File: config.mk
export PLATFORM = sky130hd
export DESIGN_NAME = dmem_seq
export DESIGN_NICKNAME = d
export VERILOG_FILES = /design/src/rtl/dmem_seq.sv
export SDC_FILE = /design/constraint.sdc
export NUM_CORES = 1
export LEC_CHECK = 0
export CORE_ASPECT_RATIO = 0.9
export CORE_UTILIZATION = 45
export CTS_BUF_LIST = sky130_fd_sc_hd__clkbuf_16
export CTS_CLUSTER_DIAMETER = 40
export DETAILED_ROUTE_END_ITERATION = 8
export DONT_BUFFER_PORTS = 1
export GPL_ROUTABILITY_DRIVEN = 0
export PLACE_DENSITY_LB_ADDON = 0.15
export SLEW_MARGIN = 40
export SYNTH_ARGS = -nofsm -noshare
export SYNTH_HDL_FRONTEND = slang
export SYNTH_SLANG_ARGS = --single-unit
File: constraint.sdc
create_clock -name clk -period 2.1 [get_ports clk]
set_clock_uncertainty 0.2 [all_clocks]
set_input_delay 0.63 -clock clk [delete_from_list [all_inputs] [get_ports clk]]
set_output_delay 0.63 -clock clk [all_outputs]
set_load 0.01 [all_outputs]
File: src/rtl/dmem_seq.sv
// dmem_seq -- command-driven burst sequencer for the DMem data memory tile.
//
// Takes one burst command at a time (direction, port, base, stride, length)
// and drives the DMem address, write enable and cfgdat select lines every
// cycle until the burst completes.
//
// Ports:
//   clk        system clock
//   rst        asynchronous active-low reset
//   cmd_valid  command offered; cmd_ready high only in IDLE
//   cmd_op     [1] 0 = write into DMem, 1 = read out; [0] 0 = vertical, 1 = horizontal
//   cmd_base   first address
//   cmd_stride address increment per beat (wraps modulo 2**AddrDMEM)
//   cmd_len    beat count (0 = go straight to DONE)
//   stall      freezes the burst while high in RUN
//   r_addr     DMem read address (same value as w_addr)
//   w_addr     DMem write address
//   we_ram     DMem write enable
//   cfgdat     [3:2] output select, [1:0] input select
//   beat_valid a beat takes place this cycle
//   busy       burst in progress
//   done       one-cycle completion pulse
//
// Optional feature, macro DMEM_SEQ_ABORT_EN:
//   abort      (in)  in RUN, end the burst now; the current cycle does no beat
//   aborted    (out) high together with done when the burst was aborted

module dmem_seq #(
  parameter int AddrDMEM = 8,
  parameter int LEN_W    = 8
) (
  input  logic                clk,
  input  logic                rst,
  input  logic                cmd_valid,
  output logic                cmd_ready,
  input  logic [1:0]          cmd_op,
  input  logic [AddrDMEM-1:0] cmd_base,
  input  logic [AddrDMEM-1:0] cmd_stride,
  input  logic [LEN_W-1:0]    cmd_len,
  input  logic                stall,
`ifdef DMEM_SEQ_ABORT_EN
  input  logic                abort,
  output logic                aborted,
`endif
  output logic [AddrDMEM-1:0] r_addr,
  output logic [AddrDMEM-1:0] w_addr,
  output logic                we_ram,
  output logic [3:0]          cfgdat,
  output logic                beat_valid,
  output logic                busy,
  output logic                done
);

  typedef enum logic [1:0] {
    S_IDLE = 2'd0,
    S_RUN  = 2'd1,
    S_DONE = 2'd2
  } state_e;

  state_e              state_q, state_d;
  logic [AddrDMEM-1:0] addr_q, addr_d;
  logic [AddrDMEM-1:0] stride_q, stride_d;
  logic [LEN_W-1:0]    remaining_q, remaining_d;
  logic [1:0]          op_q, op_d;
  logic                abort_w;

`ifdef DMEM_SEQ_ABORT_EN
  logic aborted_q, aborted_d;

  assign abort_w = abort;
  // Remembers that RUN was left through abort so DONE can flag it.
  assign aborted_d = (state_q == S_RUN) && abort;
  assign aborted   = (state_q == S_DONE) && aborted_q;

  always_ff @(posedge clk or negedge rst) begin
    if (!rst) aborted_q <= 1'b0;
    else      aborted_q <= aborted_d;
  end
`else
  assign abort_w = 1'b0;
`endif

  // State and datapath registers.
  always_ff @(posedge clk or negedge rst) begin
    if (!rst) begin
      state_q     <= S_IDLE;
      addr_q      <= '0;
      stride_q    <= '0;
      remaining_q <= '0;
      op_q        <= 2'b00;
    end else begin
      state_q     <= state_d;
      addr_q      <= addr_d;
      stride_q    <= stride_d;
      remaining_q <= remaining_d;
      op_q        <= op_d;
    end
  end

  // Next-state and datapath update.
  always_comb begin
    state_d     = state_q;
    addr_d      = addr_q;
    stride_d    = stride_q;
    remaining_d = remaining_q;
    op_d        = op_q;
    case (state_q)
      S_IDLE: begin
        if (cmd_valid) begin
          op_d        = cmd_op;
          stride_d    = cmd_stride;
          addr_d      = cmd_base;
          remaining_d = cmd_len;
          state_d     = (cmd_len == '0) ? S_DONE : S_RUN;
        end
      end
      S_RUN: begin
        if (abort_w) begin
          // Abort ends the burst with address and count frozen.
          state_d = S_DONE;
        end else if (!stall) begin
          addr_d      = addr_q + stride_q;
          remaining_d = remaining_q - LEN_W'(1);
          if (remaining_q == LEN_W'(1)) state_d = S_DONE;
        end
      end
      S_DONE:  state_d = S_IDLE;
      default: state_d = S_IDLE;
    endcase
  end

  // Outputs.
  always_comb begin
    cmd_ready  = 1'b0;
    busy       = 1'b0;
    done       = 1'b0;
    beat_valid = 1'b0;
    we_ram     = 1'b0;
    cfgdat     = 4'b0000;
    case (state_q)
      S_IDLE: cmd_ready = 1'b1;
      S_RUN: begin
        busy       = 1'b1;
        beat_valid = !stall && !abort_w;
        we_ram     = !op_q[1] && !stall && !abort_w;
        // Select stays put through stalls: only op_q feeds it.
        cfgdat     = op_q[1] ? {1'b1, op_q[0], 2'b00} : {2'b00, 1'b1, op_q[0]};
      end
      S_DONE:  done = 1'b1;
      default: ;
    endcase
  end

  assign r_addr = addr_q;
  assign w_addr = addr_q;

endmodule

==> flow_summary_export.csv, run 1 <==
group,metric,value,unit
run_status,outcome,"finished clean",
setup_path,critical-path-max-stage-delay,0.40,ns
sta,drv_slew,0,
logic_synthesis,synthTopCellsByArea,"dfrtp_1 39%, ha_1 6.3%, mux2_2 5.7%",
place,post_dp_cell_area,1910,um^2
detailed_routing,drt_wl_total,4180,um
sta,tightest_slew,0.487,ns
global_routing,overflow,0,
logic_synthesis,yosysMostFrequentCell,"dfrtp_1",
global_routing,grt_pass1_vias,1354,
sta,fmax,0.483,GHz
power,p_total,3.79,mW
logic_synthesis,yosys_warnings,0,
setup_path,cp.required,1.27,ns
power,ir_drop,0.770,mV
logic_synthesis,synth_fp_nets,234,
clock_tree,cts_max_level,1,
setup_path,worstSetupEndpointType,"output pin",
clock_tree,clkSinkCount,28,
detailed_routing,wl_per_cell,16.6,um
sta,fin_setup_tns,0,ns
global_routing,grt_pass1_wl,6200,um
detailed_routing,via_per_inst,5.83,
clock_tree,path_clk_slew,0.07,ns
logic_synthesis,synth-edff-count,0,
logic_synthesis,async_flop_share,100,%
place,dpl.hpwl,3110,um
logic_synthesis,synthFlopType,"dfrtp_1",
logic_synthesis,yosysUniqueCellTypes,44,
sta,hold_viol,0,
min_path,hp-class,"primary input to flop",
final_layout,final_area,2090,um^2
global_routing,gr-usage-all-layers,20.5,%
detailed_routing,ant_nets,0,
final_layout,diodes,0,
sta,hold_ws,0.285,ns
logic_synthesis,netlist_area,1790,um^2
power,powerDensity,1810,nW/um^2
setup_path,crit_type,"flop to output pin",
place,io_buffers,0,
logic_synthesis,synth_top_area_cell,"dfrtp_1",
detailed_routing,via_count,1469,
setup_path,crit_arrival,1.24,ns
power,power_leakage,0.890,nW
global_routing,grt_max_degree,29,
final_layout,fin_nets,247,
logic_synthesis,ys_seq_area_share,39.1,%
detailed_routing,drt_pre_antenna_iters,4,
floorplanning,fp-row-count,21,
floorplanning,top_level_ports,55,
logic_synthesis,synthTopCellsByCount,"28 x dfrtp_1, 19 x o21ai_0, 16 x a21oi_1, 16 x nor2_1, 15 x nand2_1",
global_routing,antenna_found_initial,0,
setup_path,critPathLaunchType,"flop",
sta,setup_viol,0,
floorplanning,die_w,68.5,um
setup_path,crit_chain,"or2b_4 > inv_4 > and3_4",
floorplanning,die_height,61.9,um
logic_synthesis,synth-seq-cells,28,
clock_tree,clockBufferDepth,2,
job,cap_violations,0,
setup_path,crit_slowest_cell,"dfrtp_2",
logic_synthesis,syn-instance-count,194,
clock_tree,root_buffer,"clkbuf_16",
detailed_routing,drcViolationCount,0,
clock_tree,cts_buffers,3,
clock_tree,cts_tree,"done",
floorplanning,dieArea,4240,um^2
final_layout,area_growth,16.6,%
logic_synthesis,synth_top_area_share,39.1,%
setup_path,path_max_fanout,6,
logic_synthesis,syn_avg_cell_area,9.24,um^2
sta,fin_crit_sh,98.5,%
floorplanning,core_area,3760,um^2
sta,rsz0062_at_grt,"yes",
final_layout,drive_above_1_share,28.6,%
sta,layout_min_cycle_time,2.07,ns
detailed_routing,drtIter0Drc,81,
setup_path,cp_num_buf_inv,1,
sta,slew-limit-headroom,67.5,%
floorplanning,start_util,47.7,%
clock_tree,clk_latency,0.27,ns
final_layout,final_util,55.6,%
setup_path,path_delay_family,"simple AND/OR/NAND/NOR gates",
-- cell usage in the layout, fill, tap and decap left out, drive strengths merged, types with 4 or more instances in the layout --
master,count
nor3,10
a211oi,4
nor2,16
mux2,9
a21oi,18
dfrtp,28
inv,8
nand2,15
ha,9
nor2b,4
o21ai,21
buf,22
-- final cells by class --
cell class | count | area [um^2]
multi-input cells | 144 | 1040
inverters | 7 | 28.8
clock buffers | 3 | 75.1
fillers | 366 | 1670
flip-flops and latches | 28 | 702
repair buffers | 23 | 188
well taps | 46 | 57.6
clock inverters | 1 | 3.75
-- sequential cells by signal, indices dropped and copies added, names as in the netlist --
register     flops
op_q             2
r_addr           8
remaining_q      8
state_q          2
stride_q         8
-- cells by family after synthesis --
group           count (synthesis)  share of synthesized area [%]
flops                          28                           39.1
fa+ha+maj                      10                           7.40
compound gates                 57                           19.2
mux                            10                           6.21
xor+xnor                        2                          0.977
buf+inv                        22                           7.26
simple gates                   65                           19.9
-- final timing paths --
kind                                            start                         end  slack, ns  cells past startpoint
setup / recovery               state_q[1]$_DFFE_PN0P_                   cfgdat[2]       0.03                      3
hold / removal                             cmd_len[0]  remaining_q[0]$_DFFE_PN0P_       0.28                      2
setup reg to reg                r_addr[5]$_DFFE_PN0P_       r_addr[7]$_DFFE_PN0P_       0.07                      6
hold reg to reg            remaining_q[5]$_DFFE_PN0P_  remaining_q[5]$_DFFE_PN0P_       0.30                      2
max in group asynchronous                         rst     stride_q[4]$_DFFE_PN0P_       0.90                      2
min in group asynchronous                         rst         op_q[0]$_DFFE_PN0P_       0.62                      2
-- per-stage QoR --
step           std cells  setup slack, ns
3_3_place_gp         245           0.0341
2_1_floorplan        194          -0.0431
5_1_grt              252          -0.0313
3_5_place_dp         245          -0.0512
6_report             252           0.0306
4_1_cts              252          0.00377
-- metal layers --
| metal | vias to the layer above | global-route usage (%) | wire (um) |
|---|---|---|---|
| li1 | 706 | - | - |
| met1 | 709 | 24.9 | 1830 |
| met5 | - | 0 | 0 |
| met3 | 5 | 5.11 | 242 |
| met2 | 49 | 35.7 | 2060 |
| met4 | 0 | 6.55 | 42 |
-- what timing repair did --
| item | CTS | global route |
|---|---|---|
| gates resized for setup | 8 | 6 |
| endpoints found under the hold margin | 28 | 0 |
| endpoints found under the setup margin | 7 | 5 |
| pin swaps | 4 | 3 |
| buffers inserted | 1 | 0 |
| hold buffers | 2 | 0 |
-- where the power goes --
group          leakage (nW)  switching (mW)  internal (mW)
Sequential            0.330           0.253          0.810
Combinational         0.518            1.18           1.11
Clock                0.0423           0.186          0.256
Note: power is estimated with default switching activity, not from simulation.
==> run 2: changes to the inputs <==
Settings changed: ABC_CLOCK_PERIOD_IN_PS set to 2100.
==> results of run 2 <==
The final DEF is identical to that of run 1; final timing and power are the same.
==> run 3: changes to the inputs <==
Settings changed: SKIP_CTS_REPAIR_TIMING set to 1.
==> flow_summary_export.csv, run 3 (synthesis gave the netlist of run 1 again) <==
group,metric,value,unit
run_status,outcome,"finished clean",
floorplanning,start_util,47.7,%
global_routing,grt_pass1_wl,6150,um
min_path,hp-class,"primary input to flop",
clock_tree,cts_buffers,3,
setup_path,worstSetupEndpointType,"output pin",
job,cap_violations,0,
sta,tightest_slew,0.488,ns
detailed_routing,wl_per_cell,16.5,um
power,pwr-share-comb,60.5,%
sta,drv_slew,0,
clock_tree,path_clk_slew,0.07,ns
power,p_total,3.80,mW
power,cellInternalPower,2.19,mW
floorplanning,core_area,3760,um^2
setup_path,cp_num_buf_inv,1,
sta,hold_viol,0,
detailed_routing,drt_pre_antenna_iters,4,
power,powerDensity,1820,nW/um^2
power,ir_drop,0.771,mV
final_layout,diodes,0,
sta,fin_crit_sh,98.7,%
clock_tree,clockBufferDepth,2,
global_routing,overflow,0,
final_layout,layout_common_cells,"27 x dfrtp_1, 21 x buf_4, 18 x o21ai_0, 16 x a21oi_1",
final_layout,drive_above_1_share,29.6,%
sta,slew-limit-headroom,67.5,%
setup_path,crit_type,"flop to output pin",
setup_path,critPathLaunchType,"flop",
clock_tree,clkSinkCount,28,
clock_tree,clk_latency,0.27,ns
sta,setup_viol,0,
power,p_switching,1.62,mW
floorplanning,die_height,61.9,um
clock_tree,cts_max_level,1,
global_routing,grt_pass1_vias,1340,
floorplanning,die_w,68.5,um
detailed_routing,ant_nets,0,
sta,rsz0062_at_grt,"yes",
global_routing,grt_max_degree,29,
power,seq_power_share,28.0,%
setup_path,critical-path-max-stage-delay,0.40,ns
setup_path,path_delay_family,"simple AND/OR/NAND/NOR gates",
final_layout,nFillCells,353,
final_layout,mostFrequentLayoutCell,"dfrtp_1",
final_layout,area_growth,16.7,%
setup_path,worstSetupPathDepth,3,
setup_path,crit_slowest_cell,"dfrtp_2",
floorplanning,top_level_ports,55,
setup_path,cp.required,1.27,ns
final_layout,final_util,55.7,%
floorplanning,fp-row-count,21,
global_routing,gr-usage-all-layers,20.3,%
floorplanning,dieArea,4240,um^2
place,io_buffers,0,
setup_path,crit_chain,"or2b_4 > inv_4 > and3_4",
detailed_routing,drt_wl_total,4160,um
clock_tree,root_buffer,"clkbuf_16",
power,switching_share,42.5,%
power,power_leakage,0.892,nW
clock_tree,cts_tree,"done",
setup_path,path_max_fanout,6,
detailed_routing,drtIter0Drc,104,
global_routing,antenna_found_initial,0,
setup_path,crit_arrival,1.24,ns
detailed_routing,drcViolationCount,0,
final_layout,fin_nets,247,
place,dpl.hpwl,3110,um
detailed_routing,via_per_inst,5.81,
setup_path,reg2reg_depth,9,
min_path,hold_depth,2,
detailed_routing,via_count,1465,
power,p_clk_share,11.6,%
sta,fmax,0.483,GHz
sta,layout_min_cycle_time,2.07,ns
## run 3: worst paths after layout
check	startpoint	end	slack (ns)
min in group asynchronous	rst	stride_q[7]$_DFFE_PN0P_	0.60
max reg2reg	stride_q[0]$_DFFE_PN0P_	r_addr[6]$_DFFE_PN0P_	0.04
max	state_q[1]$_DFFE_PN0P_	cfgdat[2]	0.03
min reg2reg	remaining_q[5]$_DFFE_PN0P_	remaining_q[5]$_DFFE_PN0P_	0.30
max in group asynchronous	rst	stride_q[4]$_DFFE_PN0P_	0.92
min	cmd_len[0]	remaining_q[0]$_DFFE_PN0P_	0.28
## run 3: area by class of cell
cell class | instances | area [um^2] | share of cell area [%]
clock buffers | 3 | 75.1 | 3.59
clock inverters | 1 | 3.75 | 0.179
inverters | 7 | 28.8 | 1.37
multi-input cells | 144 | 1040 | 49.6
flip-flops and latches | 28 | 702 | 33.5
well taps | 46 | 57.6 | 2.75
repair buffers | 23 | 188 | 8.97
## run 3: layer usage
layer / routed length [um] / part of all wire (%) / vias up / track usage, %
met5: 0 / 0 / - / 0
met2: 2050 / 49 / 54 / 35.4
met4: 32 / 0.77 / 0 / 6.25
met1: 1810 / 44 / 704 / 24.9
li1: - / - / 705 / -
met3: 271 / 6.5 / 2 / 4.93
## run 3: worst reg2reg max path, delay by kind of cell, from the launching register on
kind,cells,cell delay (ns)
DFF,1,0.41
adders and majority gates,2,0.38
buffers and inverters,1,0.06
AOI/OAI and AO/OA,4,0.82
and+or+nand+nor,2,0.14
## run 3: through the flow
stage | area [um^2] | std cells | worst slack, ns | TNS (ns) | hold slack (ns)
after floorplan | 1820 | 194 | -0.0431 | -0.0606 | 0.134
after global placement | 1910 | 245 | 0.0341 | 0 | 0.135
after detailed placement | 1910 | 245 | -0.0512 | -0.0656 | 0.135
after CTS | 1990 | 249 | -0.135 | -0.459 | -0.153
after global routing | 2090 | 252 | -0.0724 | -0.115 | 0.300
final | 2090 | 252 | 0.0281 | 0 | 0.285
## run 3: power groups by stage
stage,Combinational (mW),Sequential (mW),Clock (mW)
floorplan,1.66,1.05,0
global placement,2.05,1.03,0
detailed placement,2.11,1.04,0
CTS,2.12,1.03,0.453
global route,2.58,1.10,0.478
finish,2.30,1.06,0.440
